<file path="src/rtl/camera_cfg_pkg.sv">
// Shared definitions for the camera register-table sequencer: state encoding,
// table marker values, default device address and a saturating counter helper.
package camera_cfg_pkg;

  typedef enum logic [2:0] {
    ST_PWRUP,
    ST_LOAD,
    ST_GAP,
    ST_XFER,
    ST_CHECK,
    ST_DELAY,
    ST_DONE
  } cfg_state_e;

  localparam logic [15:0] CFG_END_MARK = 16'hFFFF;
  localparam logic [15:0] CFG_DLY_MARK = 16'hFFF0;
  localparam logic [7:0]  CFG_DEV_ADDR = 8'h42;

  function automatic logic [15:0] sat_inc16(input logic [15:0] v);
    return (v == '1) ? v : v + 16'd1;
  endfunction

endpackage

</file>
<file path="src/rtl/camera_cfg_lut.sv">
// Combinational register table, index -> {reg, val}. Contents are sensor specific;
// LUT_SEL picks between the tables built into this file.
module camera_cfg_lut
  import camera_cfg_pkg::*;
#(
  parameter int unsigned LUT_SEL = 0
) (
  input  logic [7:0]  index_i,
  output logic [15:0] entry_o
);

  always_comb begin
    entry_o = CFG_END_MARK;
    if (LUT_SEL == 1) begin
      unique case (index_i)
        8'd0:    entry_o = 16'h1280;
        8'd1:    entry_o = CFG_DLY_MARK;
        8'd2:    entry_o = 16'h1100;
        default: entry_o = CFG_END_MARK;
      endcase
    end else begin
      unique case (index_i)
        8'd0:    entry_o = 16'h1280;
        8'd1:    entry_o = 16'h1100;
        default: entry_o = CFG_END_MARK;
      endcase
    end
  end

endmodule

</file>
<file path="src/rtl/camera_reg_cfg.sv">
// Camera register-table sequencer: issues one 24-bit write per table entry through the
// I2C engine start/tr_end/ack handshake, with NACK retries. Optional tr_end watchdog
// is enabled by defining CAM_CFG_TIMEOUT_EN.
module camera_reg_cfg
  import camera_cfg_pkg::*;
#(
  parameter logic [7:0]  DEV_ADDR  = CFG_DEV_ADDR,
  parameter logic [7:0]  REG_NUM   = 8'd64,
  parameter logic [15:0] PWRUP_CYC = 16'd400,
  parameter logic [15:0] GAP_CYC   = 16'd4,
  parameter logic [7:0]  MAX_RETRY = 8'd3,
  parameter logic [15:0] DLY_CYC   = 16'd100,
  parameter int unsigned LUT_SEL   = 0
`ifdef CAM_CFG_TIMEOUT_EN
  , parameter logic [15:0] TIMEOUT_CYC = 16'd64
`endif
) (
  input  logic        clock_i2c,
  input  logic        camera_rstn,
  input  logic        cfg_restart,
  output logic        i2c_start,
  output logic [23:0] i2c_data,
  input  logic        i2c_tr_end,
  input  logic        i2c_ack,
  output logic [7:0]  cfg_index,
  output logic        cfg_done,
  output logic        cfg_err
);

  cfg_state_e  state_q, state_d;
  logic [15:0] cnt_q, cnt_d;
  logic [7:0]  retry_q, retry_d;
  logic [23:0] data_q, data_d;
  logic [7:0]  index_q, index_d;
  logic        done_q, done_d;
  logic        err_q, err_d;
  logic        start_q, start_d;
  logic        nack_q, nack_d;
  logic [15:0] entry;

  camera_cfg_lut #(.LUT_SEL(LUT_SEL)) u_lut (
    .index_i (index_q),
    .entry_o (entry)
  );

  always_ff @(posedge clock_i2c or negedge camera_rstn) begin
    if (!camera_rstn) begin
      state_q <= ST_PWRUP;
      cnt_q   <= '0;
      retry_q <= '0;
      data_q  <= '0;
      index_q <= '0;
      done_q  <= 1'b0;
      err_q   <= 1'b0;
      start_q <= 1'b0;
      nack_q  <= 1'b0;
    end else begin
      state_q <= state_d;
      cnt_q   <= cnt_d;
      retry_q <= retry_d;
      data_q  <= data_d;
      index_q <= index_d;
      done_q  <= done_d;
      err_q   <= err_d;
      start_q <= start_d;
      nack_q  <= nack_d;
    end
  end

  always_comb begin
    state_d = state_q;
    cnt_d   = cnt_q;
    retry_d = retry_q;
    data_d  = data_q;
    index_d = index_q;
    done_d  = done_q;
    err_d   = err_q;
    start_d = 1'b0;
    nack_d  = nack_q;
    if (cfg_restart) begin
      // restart wins over a coincident tr_end; that ack is dropped
      state_d = ST_PWRUP;
      cnt_d   = '0;
      retry_d = '0;
      index_d = '0;
      done_d  = 1'b0;
      err_d   = 1'b0;
    end else begin
      unique case (state_q)
        ST_PWRUP: begin
          if (cnt_q >= PWRUP_CYC - 16'd1) begin
            state_d = ST_LOAD;
            cnt_d   = '0;
          end else begin
            cnt_d = sat_inc16(cnt_q);
          end
        end
        ST_LOAD: begin
          cnt_d = '0;
          if (index_q >= REG_NUM || entry == CFG_END_MARK) begin
            state_d = ST_DONE;
            done_d  = 1'b1;
          end else if (entry == CFG_DLY_MARK) begin
            state_d = ST_DELAY;
          end else begin
            data_d  = {DEV_ADDR, entry};
            state_d = ST_GAP;
          end
        end
        ST_GAP: begin
          if (cnt_q >= GAP_CYC - 16'd1) begin
            state_d = ST_XFER;
            start_d = 1'b1;
            cnt_d   = '0;
          end else begin
            cnt_d = sat_inc16(cnt_q);
          end
        end
        ST_XFER: begin
          start_d = 1'b1;
          cnt_d   = sat_inc16(cnt_q);
          // a tr_end inside the first GAP_CYC cycles is a leftover of the previous transfer
          if (i2c_tr_end && cnt_q >= GAP_CYC) begin
            nack_d  = i2c_ack;
            state_d = ST_CHECK;
            start_d = 1'b0;
            cnt_d   = '0;
          end
`ifdef CAM_CFG_TIMEOUT_EN
          else if (cnt_q >= TIMEOUT_CYC - 16'd1) begin
            nack_d  = 1'b1;
            state_d = ST_CHECK;
            start_d = 1'b0;
            cnt_d   = '0;
          end
`endif
        end
        ST_CHECK: begin
          if (!nack_q) begin
            retry_d = '0;
            index_d = index_q + 8'd1;
            state_d = ST_LOAD;
          end else if (retry_q < MAX_RETRY) begin
            retry_d = retry_q + 8'd1;
            cnt_d   = '0;
            state_d = ST_GAP;
          end else begin
            err_d   = 1'b1;
            done_d  = 1'b1;
            state_d = ST_DONE;
          end
        end
        ST_DELAY: begin
          if (cnt_q >= DLY_CYC - 16'd1) begin
            cnt_d   = '0;
            index_d = index_q + 8'd1;
            state_d = ST_LOAD;
          end else begin
            cnt_d = sat_inc16(cnt_q);
          end
        end
        ST_DONE: begin
          done_d = 1'b1;
        end
        default: state_d = ST_PWRUP;
      endcase
    end
  end

  assign i2c_start = start_q;
  assign i2c_data  = data_q;
  assign cfg_index = index_q;
  assign cfg_done  = done_q;
  assign cfg_err   = err_q;

endmodule

</file>
<file path="config.mk">
export PLATFORM = sky130hd
export DESIGN_NAME = camera_reg_cfg
export DESIGN_NICKNAME = d
export VERILOG_FILES = /design/src/rtl/camera_cfg_pkg.sv /design/src/rtl/camera_cfg_lut.sv /design/src/rtl/camera_reg_cfg.sv
export SDC_FILE = /design/constraint.sdc
export NUM_CORES = 1
export LEC_CHECK = 0
export ABC_CLOCK_PERIOD_IN_PS = 3900
export BUFFER_PORTS_ARGS = -buffer_cell sky130_fd_sc_hd__buf_2
export CAP_MARGIN = 40
export CELL_PAD_IN_SITES_DETAIL_PLACEMENT = 0
export CELL_PAD_IN_SITES_GLOBAL_PLACEMENT = 1
export CORE_MARGIN = 4
export CORE_UTILIZATION = 45
export DETAILED_ROUTE_END_ITERATION = 6
export GPL_TIMING_DRIVEN = 0
export PLACE_DENSITY_LB_ADDON = 0.1
export SLEW_MARGIN = 40
export SYNTH_ARGS = -nofsm -noshare
export SYNTH_HDL_FRONTEND = slang
export SYNTH_HIERARCHICAL = 1
export SYNTH_SLANG_ARGS = --single-unit
</file>
<file path="constraint.sdc">
create_clock -name clock_i2c -period 3.9 [get_ports clock_i2c]
set_clock_uncertainty 0.15 [all_clocks]
set_input_delay 0.39 -clock clock_i2c [delete_from_list [all_inputs] [get_ports clock_i2c]]
set_output_delay 0.39 -clock clock_i2c [all_outputs]
set_load 0.02 [all_outputs]
</file>
# Yosys cells after proc, flatten, opt, wreduce, memory -nomap -nowiden
# Cells that the tools add are included.
[totals]
reg_bits = 56
out_inout_bits = 35
[op_classes]
addsub = 3
magnitude_cmp = 6
eq_ne = 22
muxes = 39
bitwise = 3
reduce_logical = 17
[ops]
columns = ["cell", "n"]
rows = [
  ["16-bit 2-to-1 mux", 8],
  ["16-bit case mux with 6 select lines", 1],
  ["8-bit 2-to-1 mux", 7],
  ["16-bit == test, second input constant", 3],
  ["16-bit case mux with 2 select lines", 1],
  ["3-bit 2-to-1 mux", 9],
  ["3-bit inequality test, second input constant", 9],
  ["3-bit case mux with 7 select lines", 1],
  ["16-bit by 1-bit adder with 16-bit output, second input constant", 1],
  ["8-bit by 1-bit adder with 8-bit output, second input constant", 2],
  ["16-bit by 2-bit greater-or-equal comparator with 1-bit output, second input constant", 1],
  ["16-bit by 3-bit greater-or-equal comparator with 1-bit output, second input constant", 1],
  ["16-bit by 7-bit greater-or-equal comparator with 1-bit output, second input constant", 1],
  ["16-bit by 9-bit greater-or-equal comparator with 1-bit output, second input constant", 1],
  ["8-bit case mux with 2 select lines", 1],
  ["3-bit AND reduction", 4],
  ["3-bit == test, second input constant", 3],
  ["1-bit 2-to-1 mux", 9],
  ["8-bit by 1-bit == test with 1-bit output, second input constant", 1],
  ["8-bit by 7-bit greater-or-equal comparator with 1-bit output, second input constant", 1],
  ["8-bit logical NOT", 1],
  ["8-bit by 2-bit less-than comparator with 1-bit output, second input constant", 1],
  ["4-bit AND reduction", 2],
  ["7-bit nonzero test", 1],
  ["15 further kinds", 20],
]

# Depth between registers and ports, before layout
# Gate-level depths: netlist of the first run.
[depth]
ltp_word = 7
mapped_depth = 10
ltp_nobuf = 8

# By module
# Netlist of the first run, hierarchy kept.
[modules_own_cells]
columns = ["module", "instances", "cells_per_inst", "area_per_inst_um2"]
rows = [
  ["camera_reg_cfg", 1, 314, 3036.7],
  ["camera_cfg_lut", 1, 19, 135.1],
]

# Worst setup path after synthesis of the first run
# Ideal clock, no wire load.
[synth_timing]
path_kind = "reg-to-reg"
from = "register index_q[5], in the netlist cfg_index[5]"
to = "register data_q[10], in the netlist i2c_data[10]"
arrival_time_ns = 3.139
path_slack_ns = 0.486
stages_incl_launch_ff = 11
path_buffers = 2
cell_sequence = "dfrtp_1 -> nor4_2 -> nand2_1 -> buf_4 -> nand4_1 -> or3_1 -> a21oi_1 -> or4_1 -> nor3b_2 -> clkbuf_1 -> mux2_2"
[synth_between]
elab_chain_cells = 6
[synth_rtl]
columns = ["element", "line_no", "text"]
rows = [
  ["start, declared", "camera_reg_cfg.sv:34", "logic [7:0] index_q, index_d;"],
  ["start signal, assigned", "camera_reg_cfg.sv:62", "index_q <= index_d;"],
  ["8-bit by 1-bit == test with 1-bit output / 8-bit logical NOT (equally long branches)", "camera_cfg_lut.sv:22", "unique case (index_i)"],
  ["16-bit case mux with 2 select lines (*)", "camera_cfg_lut.sv:22", ""],
  ["via entry[0]", "camera_reg_cfg.sv:39", "logic [15:0] entry;"],
  ["16-bit == test", "camera_reg_cfg.sv:100", "if (index_q >= REG_NUM || entry == CFG_END_MARK) begin"],
  ["1-bit logical OR", "camera_reg_cfg.sv:100", ""],
  ["1-bit NOT (no source line)", "n/a", ""],
  ["4-bit AND reduction (no source line) (*)", "n/a", ""],
  ["end signal, assigned", "camera_reg_cfg.sv:61", "data_q <= data_d;"],
  ["end, declared", "camera_reg_cfg.sv:33", "logic [23:0] data_q, data_d;"],
]
# The timed path passes the listed nets; every way through them passes the cells marked *.
# A chain may end at the register's enable or synchronous reset.

# Worst setup path in the final report of the first run
[layout_timing]
from = "register index_q[5], in the netlist cfg_index[5]"
to = "register data_q[13], in the netlist i2c_data[13]"
# The elaborated chain is that of the path after synthesis.

==> results of run 1 <==
## cell families after synthesis
logic type               count (synthesis)  synth area share
other                                    2           0.00237
flip-flops                              56             0.442
AND/OR/NAND/NOR                        138             0.236
multiplexers                            20            0.0702
AO/OA/AOI/OAI                           66             0.145
buffers and inverters                   41            0.0726
XOR/XNOR                                 6            0.0166
adder cells (fa/ha/maj)                  4            0.0158
## timing repair
item	in CTS	in global routing
gates resized for setup	1	3
hold endpoints to repair	2	0
setup endpoints to repair	8	8
hold buffers	1	0
pin swaps	0	0
## area by class of cell
cell class | instances | share of cell area
buffer | 33 | 0.0557
clock buffer | 6 | 0.0201
clock inverter | 2 | 0.0107
inverter | 8 | 0.00830
multi-input combinational | 241 | 0.435
sequential | 56 | 0.387
tap | 96 | 0.0332
timing repair buffer | 34 | 0.0491
## per-layer routing
layer  GRT usage  up-vias  wire length, µm
met5           0        -                0
met1       0.273     1256             3730
met3      0.0312        8              298
met4      0.0495        0               70
li1            -     1289                -
met2       0.259       54             3090
## flip-flops by register name, summed over array words and instances, names as in the netlist
name,count
nack_q,1
cfg_err,1
i2c_data,17
retry_q,8
state_q,3
cfg_done,1
cnt_q,16
cfg_index,8
i2c_start,1
## cell usage in the layout (no fill, tap or decap), types with 3 or more instances in the layout
cell type  instances
ha_1               4
nand4_1            6
buf_4             21
or4_1              4
nand3_1           15
clkbuf_8           5
nand2b_1           4
o31ai_1            5
dfrtp_1           56
mux2_2            18
nand2_1           19
o21ai_0           14
nor3_1            11
a22oi_1            3
inv_1              8
xnor2_1            5
nand3b_1           3
a21oi_1           12
and3_1             9
clkbuf_1          12
o41ai_1            4
a31oi_1           11
or3_1              4
conb_1             7
and4_1             3
nor2b_1            8
nor2_1            31
nor4_1             8
buf_2             32
## critical path, delay by kind of cell, from the launching register on
family | cells | cell delay, ns
compound gates | 1 | 0.04
simple gates | 6 | 1.84
mux | 1 | 0.37
flops | 1 | 0.45
buf+inv | 2 | 0.55
## synth_stat cells, drive strengths merged (2+ instances only)
master,instances
dfrtp,56
nor2,31
buf,20
nand2,20
mux2,18
nand3,15
o21ai,14
clkbuf,13
a21oi,12
a31oi,11
nor3,11
and3,9
nor4,9
inv,8
nor2b,8
nand4,6
o31ai,5
o41ai,5
xnor2,5
ha,4
nand2b,4
or3,4
or4,4
a22oi,3
and4,3
nand3b,3
a21o,2
a22o,2
a311oi,2
a41oi,2
and2,2
conb,2
mux2i,2
nor3b,2
o311a,2
or2,2
or3b,2
or4b,2
## stage by stage
stage	total power, mW	TNS, ns	instances	worst slack [ns]
floorplan	0.880	0	338	0.486
global placement	0.973	0	467	0.0266
detailed placement	0.979	-0.187	467	-0.0350
CTS	1.38	0	476	0.0576
global route	1.44	0	476	0.121
finish	1.36	0	476	0.394
## power breakdown
group	total [mW]	internal (mW)	switching (mW)	leakage [nW]
registers	0.670	0.632	0.0380	0.767
logic	0.299	0.119	0.180	0.838
clock network	0.391	0.195	0.197	0.0558
total	1.36	0.945	0.415	1.66
## path summary, 6_finish.rpt
check                                     to  cells past startpoint
worst max-delay path            i2c_data[13]                     10
worst max register to register  i2c_data[13]                     10
min in group asynchronous           cnt_q[1]                      2
max in group asynchronous          cnt_q[11]                      2
worst min-delay path                  nack_q                      2
worst min register to register    retry_q[7]                      2
==> out/qor.txt, run 1 <==
P per Cell Area: 376 mW/mm²
Total placed instance area: 0.00348 mm²
Critical path class: flip-flop to flip-flop
Clock tree buffer depth: 2
Final setup viols: 0
Via count: 2607
FF-to-FF Start: cfg_index[5]
Crit end category: flip-flop
Setup crit start: cfg_index[5]
# port buffers: 33
Max Cap Viol: 0
DRC viols: 0
Req. time, crit path: 3.96 ns
Post-DP HPWL: 5.14 mm
Ys flop type: dfrtp_1
Placer Congestion: 0.893
IO Pins: 40
Async set-reset flop share out of synthesis: 1.00
Total track usage: 0.179
GRT overflow: 0
Yosys reg bits: 56
Initial core utilization: 0.464
Slew margin rel.: 0.485
Tcrit/Tclk final: 0.899
Largest net degree at the start of global routing: 57
First-pass GRT wire length: 12.3 mm
Syn Area/Cell: 9.52 µm²
Fin. Hold Viols: 0
Vias per cell: 5.48
Clock slew at reported path FFs: 0.10 ns
CTS tree: built
Slew Limit Fails: 0
Number of flops mapped to enable cells by yosys: 0
Worst endpoint data arrival time: 3.56 ns
Min-delay src: i2c_ack
Design Area, Final: 0.00362 mm²
Sequential Area: 0.00140 mm²
Yosys cell types: 51
Multi-input gate area: 0.00158 mm²
Measured slew at the worst slew-check pin: 0.770 ns
Worst path max stage delay: 0.47 ns
Startpoint types: flip-flop
Cts bufs inserted: 5
Row count: 30
Unrepaired setup endpoints after global routing: false
Fillers: 686
Synth warn: 6
Clock Latency Late Sink: 0.31 ns
Status: finished, final reports clean
Post-Synthesis Cell Area: 0.00317 mm²
Total core area: 0.00683 mm²
Layout cells sized above 1: 0.242
Pre-Repair DR Iteration Count: 4
Iteration-0 DRC Markers: 120
Sink count of the clock tree: 56
Main area contributors after synthesis: dfrtp_1, mux2_2, buf_4
Worst Path Max Fanout: 15
Fin nets: 388
Post-route ant nets: 0
Core Util, Final: 0.529
Die area: 0.00846 mm²
Final Hold Slack: 0.151 ns
Slowest CP cell: or4_1
Total Wirelength: 7.19 mm
Worst IR drop on VDD: 0.236 mV
Area Overhead vs Synth: 14.0%
Diodes inserted: 0
Share of the synthesized area in the top cell type: 0.442
CP Cell Sequence: nor4_2, nand2_2, buf_4, nand4_1, or3_1, a21oi_1, or4_1, nor3b_4, clkbuf_2, mux2_2
H-Tree Depth: 2
Setup bufs post-CTS: 0
Leakage: 1.66 nW
Post-synthesis sequential area ratio: 0.442
Hold crit path type: primary input to flip-flop
Die height: 92.0 µm
Tmin final: 3.51 ns
Initial antenna violation count: 0
Area leader, netlist: dfrtp_1
Vias in the first global route: 2434
DR WL/cell: 15.1 µm
R2r setup slk: 0.39 ns
Max Fclk: 285 MHz
Root buf cell: clkbuf_8
Width of the die: 92.0 µm
Post-Synthesis Cells: 333
Power figures use the tool's default switching activity.
==> inputs of run 2 (changes only) <==
- RECOVER_POWER: not set -> 25
==> run 2 against run 1 <==
Setup slack is the same. Global-route usage is the same. Die area did not move. Routed wire length is the same. Clock-buffer cell count is the same. Critical path type unchanged. Critical endpoint unchanged. Largest cell class unchanged. Largest power group unchanged.
==> out/qor.txt, run 2 (synthesis gave the netlist of run 1 again) <==
Max Fclk: 285 MHz
Clock tree buffer depth: 2
Clock Latency Late Sink: 0.31 ns
Die area: 0.00846 mm²
Worst setup path endpoint: i2c_data[13]
Reg2reg end: i2c_data[13]
Placer Congestion: 0.893
IO Pins: 40
Setup_tns: 0 ns
Layout cells sized above 1: 0.239
Vias in the first global route: 2434
Startpoint types: flip-flop
Fin. Hold Viols: 0
CP Buf/Inv Count: 2
Setup crit start: cfg_index[5]
Final setup viols: 0
Worst Path Max Fanout: 15
Tcrit/Tclk final: 0.899
H-Tree Depth: 2
Worst endpoint data arrival time: 3.56 ns
Cts bufs inserted: 5
First-pass GRT wire length: 12.3 mm
Design Area, Final: 0.00361 mm²
Met3 Wirelength: 299 µm
Initial core utilization: 0.464
Largest net degree at the start of global routing: 57
Via count: 2607
Unrepaired setup endpoints after global routing: false
FF-to-FF Start: cfg_index[5]
CP Cell Sequence: nor4_2, nand2_2, buf_4, nand4_1, or3_1, a21oi_1, or4_1, nor3b_4, clkbuf_2, mux2_2
Fin nets: 388
Max Cap Viol: 0
Iteration-0 DRC Markers: 120
Worst path max stage delay: 0.47 ns
Slew margin rel.: 0.0627
CTS tree: built
R2R cell count: 10
Kind of cell adding the most delay to the critical path: simple AND/OR/NAND/NOR gates
Total placed instance area: 0.00348 mm²
Final std cells w/o fill: 476
GRT overflow: 0
Clock slew at reported path FFs: 0.10 ns
Met2 WL: 3.09 mm
Top layer in use: met4
Total core area: 0.00683 mm²
Commonest non-fill, non-tap cell in the layout: dfrtp_1
Slowest CP cell: or4_1
Vias per cell: 5.48
Width of the die: 92.0 µm
Pre-Repair DR Iteration Count: 4
# port buffers: 33
Crit end category: flip-flop
R2r setup slk: 0.39 ns
Metal-1 WL: 3.73 mm
Total Wirelength: 7.19 mm
Number of flip-flops under the largest register name: 17
Diodes inserted: 0
P per Cell Area: 376 mW/mm²
DRC viols: 0
Leakage: 1.66 nW
Slew Limit Fails: 0
Area Overhead vs Synth: 13.9%
Sink count of the clock tree: 56
Worst path depth: 10
DR WL/cell: 15.1 µm
Critical path class: flip-flop to flip-flop
Req. time, crit path: 3.96 ns
Tmin final: 3.51 ns
Total track usage: 0.179
Worst IR drop on VDD: 0.236 mV
Die height: 92.0 µm
Post-route ant nets: 0
Hold crit path type: primary input to flip-flop
Row count: 30
Initial antenna violation count: 0
Post-DP HPWL: 5.14 mm
Placed Cells: 467
Most frequent cells in the layout: dfrtp_1, nor2_1, buf_2
Status: finished, final reports clean
Measured slew at the worst slew-check pin: 1.41 ns
Root buf cell: clkbuf_8
==> run 2: cell count changes in the layout (fill, tap and decap cells not counted), sizes merged <==
| cell | previous run | this run |
|---|---|---|
| buf | 53 | 51 |
| clkbuf | 19 | 21 |
==> run 2: area by class of cell <==
cell class                 count  area [µm²]
fill                         686        3220
multi-input combinational    241        1580
sequential                    56        1400
buffer                        33         201
timing repair buffer          34         174
tap                           96         120
clock buffer                   6        72.6
clock inverter                 2        38.8
inverter                       8        30.0
==> run 2: power breakdown <==
| part | switching, mW | leakage, nW | internal (mW) | total [mW] |
|---|---|---|---|---|
| clock | 0.197 | 0.0558 | 0.195 | 0.391 |
| combinational | 0.180 | 0.833 | 0.118 | 0.298 |
| sequential | 0.0380 | 0.767 | 0.632 | 0.670 |
| total | 0.415 | 1.66 | 0.945 | 1.36 |
==> run 2: how the worst min path moves through the flow <==
stage | start | endpoint | slack (ns) | cells past startpoint
2_1_floorplan | camera_rstn | cfg_done | -0.06 | 0
3_3_place_gp | i2c_data[17] | i2c_data[17] | 0.32 | 1
3_5_place_dp | retry_q[7] | retry_q[7] | 0.33 | 2
4_1_cts | i2c_ack | nack_q | 0.14 | 2
5_1_grt | i2c_ack | nack_q | 0.14 | 2
6_report | i2c_ack | nack_q | 0.15 | 2
==> run 2: per-layer routing <==
| metal | vias up | global-route usage |
|---|---|---|
| met5 | - | 0 |
| met4 | 0 | 0.0495 |
| met3 | 8 | 0.0312 |
| met2 | 54 | 0.259 |
| met1 | 1256 | 0.273 |
| li1 | 1289 | - |
==> run 2: through the flow <==
| stage | hold slack (ns) | setup WS, ns | power, mW | util |
|---|---|---|---|---|
| 2_1_floorplan | -0.0556 | 0.486 | 0.880 | - |
| 3_3_place_gp | 0.321 | 0.0266 | 0.973 | 0.509 |
| 3_5_place_dp | 0.334 | -0.0350 | 0.979 | 0.509 |
| 4_1_cts | 0.140 | 0.0576 | 1.38 | 0.528 |
| 5_1_grt | 0.135 | 0.121 | 1.44 | 0.529 |
| 6_report | 0.151 | 0.394 | 1.36 | 0.529 |
==> run 2: timing repair <==
action,4_1_cts,5_1_grt
gates resized for setup,1,3
setup endpoints to repair,8,8
pin swaps,0,0
endpoints found under the hold margin,2,0
hold buffers,1,0
buffers inserted,0,0
==> inputs of run 3 (changes only) <==
- CORE_UTILIZATION: 45 -> 44
- SYNTH_HIERARCHICAL: 1 -> not set
==> run 3 against run 2 <==
Clock-buffer cell count did not move. Largest cell class unchanged. Largest power group unchanged. Global-route usage up 0.12 points. Via count is 9.4% lower. Sequential share of layout area is 4.4 points lower.
==> out/qor.txt, run 3 <==
Slew Limit Fails: 0
IO Pins: 40
Total Wirelength: 6.38 mm
Number of flops mapped to enable cells by yosys: 0
Synth top cells by count: dfrtp_1, nor2_1, buf_4, nand2_1, nand4_1
Post-Synthesis Cells: 296
Tcrit/Tclk final: 0.659
Post-route ant nets: 0
Pre-Repair DR Iteration Count: 4
Status: finished, final reports clean
Max Cap Viol: 0
CTS resizes: 0
Total core area: 0.00596 mm²
Setup bufs post-CTS: 0
Max Fclk: 389 MHz
Layout cells sized above 1: 0.245
Post-DP HPWL: 4.53 mm
Yosys cell types: 58
Post-synthesis sequential area ratio: 0.397
Clock slew at reported path FFs: 0.08 ns
Count leader, synth: dfrtp_1
Root buf cell: clkbuf_8
FF-to-FF Start: retry_q[0]
Slew margin rel.: 0.568
Startpoint types: flip-flop
H-Tree Depth: 2
Worst endpoint data arrival time: 2.64 ns
CTS tree: built
Yosys reg bits: 43
Reg power frac: 0.457
Worst Path Max Fanout: 10
Most frequent cells in the layout: dfrtp_1, buf_2, nor2_1
Post-Synthesis Cell Area: 0.00271 mm²
Synth warn: 0
Internal power: 0.782 mW
Post-CTS Hold Fix Bufs: 1
Vias in the first global route: 2255
Leakage: 1.47 nW
DRC viols: 0
Area Overhead vs Synth: 15.6%
Clk pwr share: 0.396
Die area: 0.00748 mm²
Initial antenna violation count: 0
Clock Latency Late Sink: 0.30 ns
DR WL/cell: 15.3 µm
Req. time, crit path: 3.97 ns
Number of flip-flops under the largest register name: 16
Cts bufs inserted: 5
Vias per cell: 5.65
Fin. Hold Viols: 0
P per Cell Area: 335 mW/mm²
Width of the die: 86.5 µm
Final setup viols: 0
Main area contributors after synthesis: dfrtp_1, buf_4, nor2_1
Syn Area/Cell: 9.16 µm²
Critical path class: flip-flop to flip-flop
Iteration-0 DRC Markers: 114
Reg with most FFs: cnt_q
Via count: 2362
Net Sw Power: 0.268 mW
Crit end category: flip-flop
Hold crit path type: primary input to flip-flop
Clock tree buffer depth: 2
Ys flop type: dfrtp_1
Async set-reset flop share out of synthesis: 1.00
Tmin final: 2.57 ns
Final Hold Slack: 0.175 ns
Die height: 86.5 µm
Total track usage: 0.180
Unrepaired setup endpoints after global routing: false
Share of the synthesized area in the top cell type: 0.397
Commonest non-fill, non-tap cell in the layout: dfrtp_1
Diodes inserted: 0
Largest net degree at the start of global routing: 44
Setup_tns: 0 ns
Setup crit start: retry_q[0]
Row count: 28
GRT overflow: 0
Sw frac: 0.256
Min-delay src: i2c_ack
Fin nets: 353
Core Util, Final: 0.526
Placer Congestion: 0.813
First-pass GRT wire length: 10.9 mm
Initial core utilization: 0.455
Worst IR drop on VDD: 0.163 mV
Sink count of the clock tree: 43
Area leader, netlist: dfrtp_1
Measured slew at the worst slew-check pin: 0.645 ns
Combinational share of power: 0.148
# port buffers: 33
## run 3: cell types whose count changed in the layout (fill, tap and decap cells not counted), moves of 6 or more
cell / before / now
o21ai_1: 0 / 6
mux2_2: 18 / 2
dfrtp_1: 56 / 43
and2_1: 2 / 9
buf_2: 31 / 37
nor4_1: 8 / 2
nand4_1: 6 / 14
o21ai_0: 14 / 1
## run 3: cell type report
cell class	count	area [µm²]
clock buffer	6	72.6
tap	75	93.8
multi-input combinational	213	1390
sequential	43	1080
inverter	9	33.8
buffer	36	229
fill	577	2820
clock inverter	2	60.1
timing repair buffer	34	178
## run 3: path summary, 6_finish.rpt
kind / cells after the start / to / slack, ns
max: 7 / cnt_q[4] / 1.33
min: 2 / nack_q / 0.17
max reg2reg: 7 / cnt_q[4] / 1.33
min reg2reg: 1 / retry_q[7] / 0.34
max in group asynchronous: 2 / cnt_q[15] / 2.73
min in group asynchronous: 2 / cfg_index[4] / 0.47
## run 3: per-stage QoR
stage                     setup WS, ns  power (mW)  area [µm²]  cells
after floorplan                   1.73       0.600        2730    301
after global placement            1.35       0.639        2990    409
after detailed placement          1.31       0.642        2990    409
after CTS                         1.29        1.06        3130    418
after global routing              1.05        1.10        3130    418
final                             1.33        1.05        3130    418
## run 3: cells by family (layout without fill, tap and decap cells)
kind of cell | after synthesis | in the layout | synth area share
buf+inv | 45 | 87 | 0.0969
other cells | 1 | 6 | 0.00138
mux | 4 | 4 | 0.0157
simple gates | 125 | 125 | 0.257
compound gates | 65 | 65 | 0.181
fa+ha+maj | 6 | 6 | 0.0277
xor+xnor | 7 | 7 | 0.0226
flops | 43 | 43 | 0.397
## run 3: power by group through the flow
stage	clock network, mW	logic [mW]	registers [mW]
2_1_floorplan	0	0.112	0.488
6_report	0.415	0.155	0.480
4_1_cts	0.425	0.156	0.479
5_1_grt	0.447	0.174	0.482
3_3_place_gp	0	0.151	0.488
3_5_place_dp	0	0.153	0.488
## run 3: metal layers
metal  vias to the layer above  share of wire  GRT usage
li1                       1143              -          -
met1                      1143           0.49      0.257
met2                        71           0.44      0.285
met3                         5          0.056     0.0342
met4                         0         0.0096     0.0382
met5                         -              0          0
## run 3: critical path, stage by stage, from the launching register on
cell and delay (ns):
dfrtp_1 0.42, ha_1 0.21, nor4_1 0.25, nand2_1 0.21
o221ai_2 0.49, clkbuf_1 0.44, o211ai_1 0.16, a21oi_1 0.17
